<file path="src/rtl/hvac_zone_ctrl.sv">
// Multi-zone thermostat: each zone runs an IDLE/RUN/LOCKOUT controller with a
// start-up hysteresis band, a minimum run time and a post-run lockout.
module hvac_zone_ctrl #(
   parameter int NZONES  = 4,
   parameter int TW      = 10,
   parameter int HYST    = 20,
   parameter int MIN_ON  = 8,
   parameter int MIN_OFF = 8
) (
   input  logic                        clock,
   input  logic                        rst,
   input  logic                        en,
   input  logic [NZONES*TW-1:0]        target,
   input  logic [NZONES*TW-1:0]        ambient,
   input  logic [NZONES-1:0]           mode,
   output logic [NZONES-1:0]           heat,
   output logic [NZONES-1:0]           cool,
   output logic [NZONES-1:0]           lg,
   output logic [NZONES-1:0]           lr,
   output logic [$clog2(NZONES+1)-1:0] active_cnt
);

   localparam int CMAX = (MIN_ON > MIN_OFF) ? MIN_ON : MIN_OFF;
   localparam int CW   = $clog2(CMAX + 1);
   localparam int AW   = $clog2(NZONES + 1);

   localparam logic [CW-1:0] CNT_MAX  = CW'(CMAX);
   localparam logic [CW-1:0] ON_LAST  = CW'(MIN_ON - 1);
   localparam logic [CW-1:0] OFF_LAST = CW'(MIN_OFF - 1);
   localparam logic [TW:0]   HYST_X   = (TW+1)'(HYST);

   typedef enum logic [1:0] {
      ST_IDLE = 2'd0,
      ST_RUN  = 2'd1,
      ST_LOCK = 2'd2
   } state_t;

   genvar gi;
   generate
      for (gi = 0; gi < NZONES; gi++) begin : g_zone
         logic [TW:0]   tgt_x;
         logic [TW:0]   amb_x;
         logic          start_ok;
         logic          stop_ok;
         logic          force_off;
         state_t        state_q;
         state_t        state_d;
         logic          run_mode_q;
         logic          run_mode_d;
         logic [CW-1:0] cnt_q;
         logic [CW-1:0] cnt_d;
         logic          heat_q;
         logic          cool_q;
         logic          lg_q;
         logic          lr_q;

         // One extra bit keeps temperature-plus-band sums from wrapping.
         assign tgt_x = {1'b0, target[gi*TW +: TW]};
         assign amb_x = {1'b0, ambient[gi*TW +: TW]};

         assign start_ok  = mode[gi] ? (amb_x >= tgt_x + HYST_X)
                                     : (amb_x + HYST_X <= tgt_x);
         assign stop_ok   = run_mode_q ? (amb_x <= tgt_x) : (amb_x >= tgt_x);
         assign force_off = !en || (mode[gi] != run_mode_q);

         always_comb begin
            state_d    = state_q;
            run_mode_d = run_mode_q;
            cnt_d      = (cnt_q < CNT_MAX) ? cnt_q + 1'b1 : cnt_q;
            case (state_q)
               ST_IDLE: begin
                  if (en && start_ok) begin
                     state_d    = ST_RUN;
                     run_mode_d = mode[gi];
                     cnt_d      = '0;
                  end
               end
               ST_RUN: begin
                  if (force_off || ((cnt_q >= ON_LAST) && stop_ok)) begin
                     state_d = ST_LOCK;
                     cnt_d   = '0;
                  end
               end
               ST_LOCK: begin
                  if (cnt_q >= OFF_LAST) begin
                     state_d = ST_IDLE;
                     cnt_d   = '0;
                  end
               end
               default: begin
                  state_d = ST_IDLE;
                  cnt_d   = '0;
               end
            endcase
         end

         // Outputs are registered from the next state so they change on the
         // same edge as the state itself.
         always_ff @(posedge clock) begin
            if (!rst) begin
               state_q    <= ST_IDLE;
               run_mode_q <= 1'b0;
               cnt_q      <= '0;
               heat_q     <= 1'b0;
               cool_q     <= 1'b0;
               lg_q       <= 1'b1;
               lr_q       <= 1'b0;
            end else begin
               state_q    <= state_d;
               run_mode_q <= run_mode_d;
               cnt_q      <= cnt_d;
               heat_q     <= (state_d == ST_RUN) && !run_mode_d;
               cool_q     <= (state_d == ST_RUN) && run_mode_d;
               lg_q       <= (state_d == ST_IDLE);
               lr_q       <= (state_d == ST_RUN);
            end
         end

         assign heat[gi] = heat_q;
         assign cool[gi] = cool_q;
         assign lg[gi]   = lg_q;
         assign lr[gi]   = lr_q;
      end
   endgenerate

   always_comb begin
      active_cnt = '0;
      for (int i = 0; i < NZONES; i++) begin
         active_cnt = active_cnt + AW'(lr[i]);
      end
   end

endmodule

</file>
<file path="config.mk">
export PLATFORM = sky130hd
export DESIGN_NAME = hvac_zone_ctrl
export DESIGN_NICKNAME = d
export VERILOG_FILES = /design/src/rtl/hvac_zone_ctrl.sv
export SDC_FILE = /design/constraint.sdc
export NUM_CORES = 1
export LEC_CHECK = 0
export ABC_CLOCK_PERIOD_IN_PS = 4200
export CORE_MARGIN = 2
export CORE_UTILIZATION = 54
export CTS_BUF_LIST = sky130_fd_sc_hd__clkbuf_16
export CTS_CLUSTER_DIAMETER = 80
export DETAILED_ROUTE_END_ITERATION = 8
export PLACE_DENSITY = 0.83
export SLEW_MARGIN = 10
export SYNTH_ARGS = -nofsm -noshare
export SYNTH_HDL_FRONTEND = slang
export SYNTH_SLANG_ARGS = --single-unit
</file>
<file path="constraint.sdc">
create_clock -name clock -period 4.2 [get_ports clock]
set_input_delay 0.84 -clock clock [delete_from_list [all_inputs] [get_ports clock]]
set_output_delay 0.84 -clock clock [all_outputs]
set_load 0.02 [all_outputs]
</file>
-- After elaboration in Yosys (flattened, before gate mapping)
Index checks and enable logic that the tools add are counted.
- register bits: 44
- bits in writable memories: 0
- bits in latches: 0
- output and inout bits: 19
- ROM bits: 0
- logic and storage cells: 172
- memories kept: 0
- order comparisons: 24
- bitwise gates (word level): 0
- mux-type cells: 52
- shifts and indexed selects: 0
- equal/unequal tests: 16
- reduce and logical (&&, ||, !) cells: 37
- div/mod/pow operators: 0
- add/subtract/negate cells: 15
- multipliers: 0
- operators by type and width (kind ; number):
    $add 10x5->11 const B ; 8
    $mux 4 ; 16
    $pmux 4 s3 ; 4
    $ge 10x11->1 ; 4
    $le 11x10->1 ; 4
    $ge 10x10->1 ; 4
    $le 10x10->1 ; 4
    $mux 2 ; 12
    $pmux 2 s3 ; 4
    $add 4x1->4 const B ; 4
    $eq 2x1->1 const B ; 8
    $ge 4x3->1 const B ; 4
    $logic_and 1x1->1 ; 16
    $logic_not 2->1 ; 8
    $lt 4x4->1 const B ; 4
    $mux 1 ; 16
    $eq 2x2->1 const B ; 4
    $logic_or 1x1->1 ; 8
    $logic_not 1->1 ; 5
    $ne 1x1->1 ; 4
    $add 2x1->3 ; 1
    $add 3x1->3 ; 1
    $add 1x1->2 ; 1

-- Depth between registers and ports, before layout
- word-level depth: 8
- gate-level depth with buffers: 12

-- Least setup slack after synthesis
OpenSTA, ideal clock, no wires.
- path type: input port to flip-flop
- from: input port ambient[32]
- to: register g_zone[3].cool_q
- data required time: 4.113 ns
- setup time: 0.087 ns
- cell stages on the path: 9
- data arrival time: 3.126 ns
- buffers on the path: 0
- path slack: 0.987 ns
- path through: ha_1 o2111ai_1 xnor2_1 ha_1 a21o_1 a211o_1 o41a_1 or4_1 o31ai_1
- cells in the longest elaborated chain, start to end: 8
- elaborated cells on any way between the ends: 17
- those cells by class: add/sub (1); order compare (4); eq/ne (1); mux (7); reduce/logical (4)
- ends and longest elaborated chain (what ; line ; source):
    from (decl) ; 14 ; input logic [NZONES*TW-1:0] ambient,
    $add 10x5->11 (tied with other cells) ; 62 ; : (amb_x + HYST_X <= tgt_x);
    $le 11x10->1 or $mux 1 (tied branches) ; 62, 63 ;
    $mux 1 or $logic_and 1x1->1 (tied branches) ; 61, 79 ;
    $logic_and 1x1->1 or $logic_or 1x1->1 (tied branches) ; 72, 79 ;
    $mux 2, on equally long branches ; 72, 79 ;
    $pmux 2 s3 ; 70 ; case (state_q)
    $eq 2x1->1 ; 113 ; cool_q <= (state_d == ST_RUN) && run_mode_d;
    $logic_and 1x1->1 * ; 113 ;
    to (signal assigned) ; 113 ;
    to (decl) ; 53 ; logic cool_q;
Every way passes the cells marked *; elsewhere a longest branch is shown, timed or not.
A chain may end at the register's enable or synchronous reset.

-- Final worst setup path
Ends and elaborated chain as after synthesis.

==> reports/qor.yml <==
cells_and_area:
  final_common_cell: "ha_1"
  fillers: 865
  diodes: 0
  seq_area_um2: 881
  multiInputGateArea_um2: 4340
  area_growth_pct: 22.5
  final_nets: 1004
  drive_gt1_share_pct: 2.26
  final_cell_mix: "ha_1 (118), clkdlybuf4s50_1 (105), inv_1 (70)"
clocking:
  clkLatencyLatePin_ns: 0.28
  clkTransAtPathRegs_ns: 0.06
  clock-sinks: 44
  clock_path_buffers: 2
  ctsResizeCount: 0
  post_cts_buffers: 0
  cts_buffers: 5
  root_buffer: "clkbuf_16"
  cts_tree: "yes"
  htree_num_levels: 2
  cts_hold_buf: 0
sta:
  drv_slew: 0
  setup_viol: 0
  max_freq_mhz: 274
  final.setup.worst_slack_ns: 0.547
  rsz0062_at_grt: "no"
  fin_crit_sh_pct: 87.0
  worst_pin_slew_ns: 0.597
  setup-tns-final_ns: 0
  final_hold_viol_count: 0
  finalClockSkew_ns: 0.00411
  fin_crit_ns: 3.65
  slew_headroom_pct: 59.9
setup_path:
  critPathRequiredTime_ns: 4.40
  cp_max_fo: 6
  cp.buffers_inverters: 1
  path_cells: "clkdlybuf4s50_1 > ha_1 > o2111ai_1 > xnor2_1 > ha_1 > a21o_1 > a211o_1 > o41a_1 > or4_1 > o31ai_1"
  slowest_stage: "or4_1"
  crit_family: "compound AO/OA/AOI/OAI gates"
  crit_path_max_incr_delay_ns: 0.58
  worstPathArrival_ns: 3.85
  cp-end-kind: "flop"
  cp_common_cell: "ha_1"
  cp-start-kind: "input pin"
  worstSetupPathType: "in2reg"
global_routing:
  grt_pass1_vias: 5302
  grt_max_degree: 19
  grt_pass1_wl_mm: 23.0
  antenna_found_initial: 0
  grt.total_usage_pct: 24.2
  grt_remaining_overflow: 0
die:
  start_util_pct: 55.2
  dieArea_um2: 11300
  die_h_um: 106
  rows: 37
  core_area_um2: 10200
  io_pins: 106
  die_x_um: 106
status:
  outcome: "finished clean"
pwr:
  power.leakage_nw: 3.10
  powerDensity_nw_per_um2: 253
  ir_worst_vdd_mv: 0.196
placed_design:
  dp_hpwl_mm: 11.4
  place_ws_ns: 0.265
  port_buffers: 105
  gp_congestion: 0.844
routing:
  route.detailed.drc: 0
  drt_wl_total_mm: 13.7
  ant_nets: 0
  num_vias: 5447
  drt_iter0_drc: 212
  drt-pass1-iter-count: 5
  avgViaCountPerCell: 5.83
  routedWlPerCell_um: 14.6
logic_synthesis:
  ys_async_sr_fraction_pct: 0
  synth_edf_count: 0
  synth_area_per_cell_um2: 7.97
  yosys_most_used_dff: "dfxtp_1"
  synth_cell_types: 62
  synth_nets: 914
  synth_area_um2: 5640
  synth-seq-cells: 44
  synth_warnings: 0
  netlist_instances: 708
  yosysSeqAreaShare_pct: 15.6
min_path:
  min-delay-path-class: "reg2reg"
flow_run:
  drv_cap: 0
==> Yosys cell counts, types with 3 or more instances <==
cell type	count	area share, %
a211o_1	3	0.47
a211oi_1	13	1.7
a21o_1	20	2.7
a21oi_1	46	4.1
a22o_1	3	0.47
a31oi_1	14	1.6
and2_1	3	0.33
and3_1	7	0.78
buf_4	17	2.3
clkbuf_1	7	0.47
dfxtp_1	44	16
ha_1	118	26
inv_1	70	4.7
mux2i_1	5	0.89
nand2_1	38	2.5
nand2b_1	10	1.1
nand3_1	31	2.7
nand3b_1	3	0.40
nand4_1	16	1.8
nand4b_1	4	0.62
nor2_1	41	2.7
nor2b_1	10	1.1
nor3_1	23	2.0
nor3b_1	4	0.53
nor4_1	6	0.67
o2111ai_1	8	1.2
o211ai_1	5	0.67
o21a_1	5	0.67
o21ai_0	26	2.3
o21ai_1	6	0.53
o21bai_1	6	0.80
o31ai_1	6	0.80
xnor2_1	43	6.7
xor2_1	12	1.9
==> layer usage <==
metal	vias to the layer above	wire length, µm	track usage, %
li1	2763	-	-
met1	2527	6050	29.1
met2	139	6830	45.6
met3	18	592	2.64
met4	0	187	6.02
met5	-	0	0
==> final timing paths <==
kind | startpoint | endpoint | slack (ns) | cells after the start
worst max-delay path | ambient[32] | g_zone[3].cool_q | 0.55 | 10
worst min-delay path | g_zone[3].run_mode_q | g_zone[3].run_mode_q | 0.50 | 2
worst max register to register | g_zone[3].cnt_q[0] | g_zone[3].cnt_q[1] | 2.07 | 8
worst min register to register | g_zone[3].run_mode_q | g_zone[3].run_mode_q | 0.50 | 2
==> cell families after synthesis <==
group	count (synthesis)	share of synthesized area, %
fa+ha+maj	119	26.5
flops	44	15.6
compound gates	182	21.8
mux	5	0.887
xor+xnor	55	8.53
buf+inv	97	7.58
simple gates	206	19.0
==> report_power, final <==
| part | total, mW | switching, mW | internal (mW) |
|---|---|---|---|
| Sequential | 0.501 | 0.0388 | 0.463 |
| Clock | 0.490 | 0.153 | 0.337 |
| Combinational | 0.755 | 0.394 | 0.361 |
==> worst reg2reg max path: stages, from the launching register on <==
cell and delay, ns:
dfxtp_1 0.33, ha_1 0.21, a21oi_1 0.24, inv_1 0.09, a41oi_1 0.37, nand3_1 0.13, o22ai_1 0.31, nand3_1 0.18
a31oi_1 0.19
==> sequential cells by signal (all words and copies together) (netlist names) <==
| name | cells |
|---|---|
| g_zone.heat_q | 4 |
| g_zone.state_q | 8 |
| g_zone.run_mode_q | 4 |
| g_zone.cnt_q | 16 |
| g_zone.cool_q | 4 |
| g_zone.lg_q | 4 |
| g_zone.lr_q | 4 |
==> stage by stage <==
stage,area [µm²],hold slack (ns),util [%],total power [mW],cells
after detailed placement,6730,0.490,65.7,1.25,927
after global placement,6730,0.470,65.7,1.22,927
after CTS,6910,0.497,67.6,1.75,934
after global routing,6910,0.529,67.6,1.86,934
final,6910,0.496,67.6,1.75,934
after floorplan,5640,0.455,-,1.00,708
==> layout make-up <==
cell class,instances,area share [%]
Multi-Input combinational cell,567,62.7
Timing Repair Buffer,107,15.4
Sequential cell,44,12.7
Inverter,73,3.96
Tap cell,136,2.46
Clock buffer,5,1.81
Clock inverter,2,0.869
(Power assumes the default switching activity.)
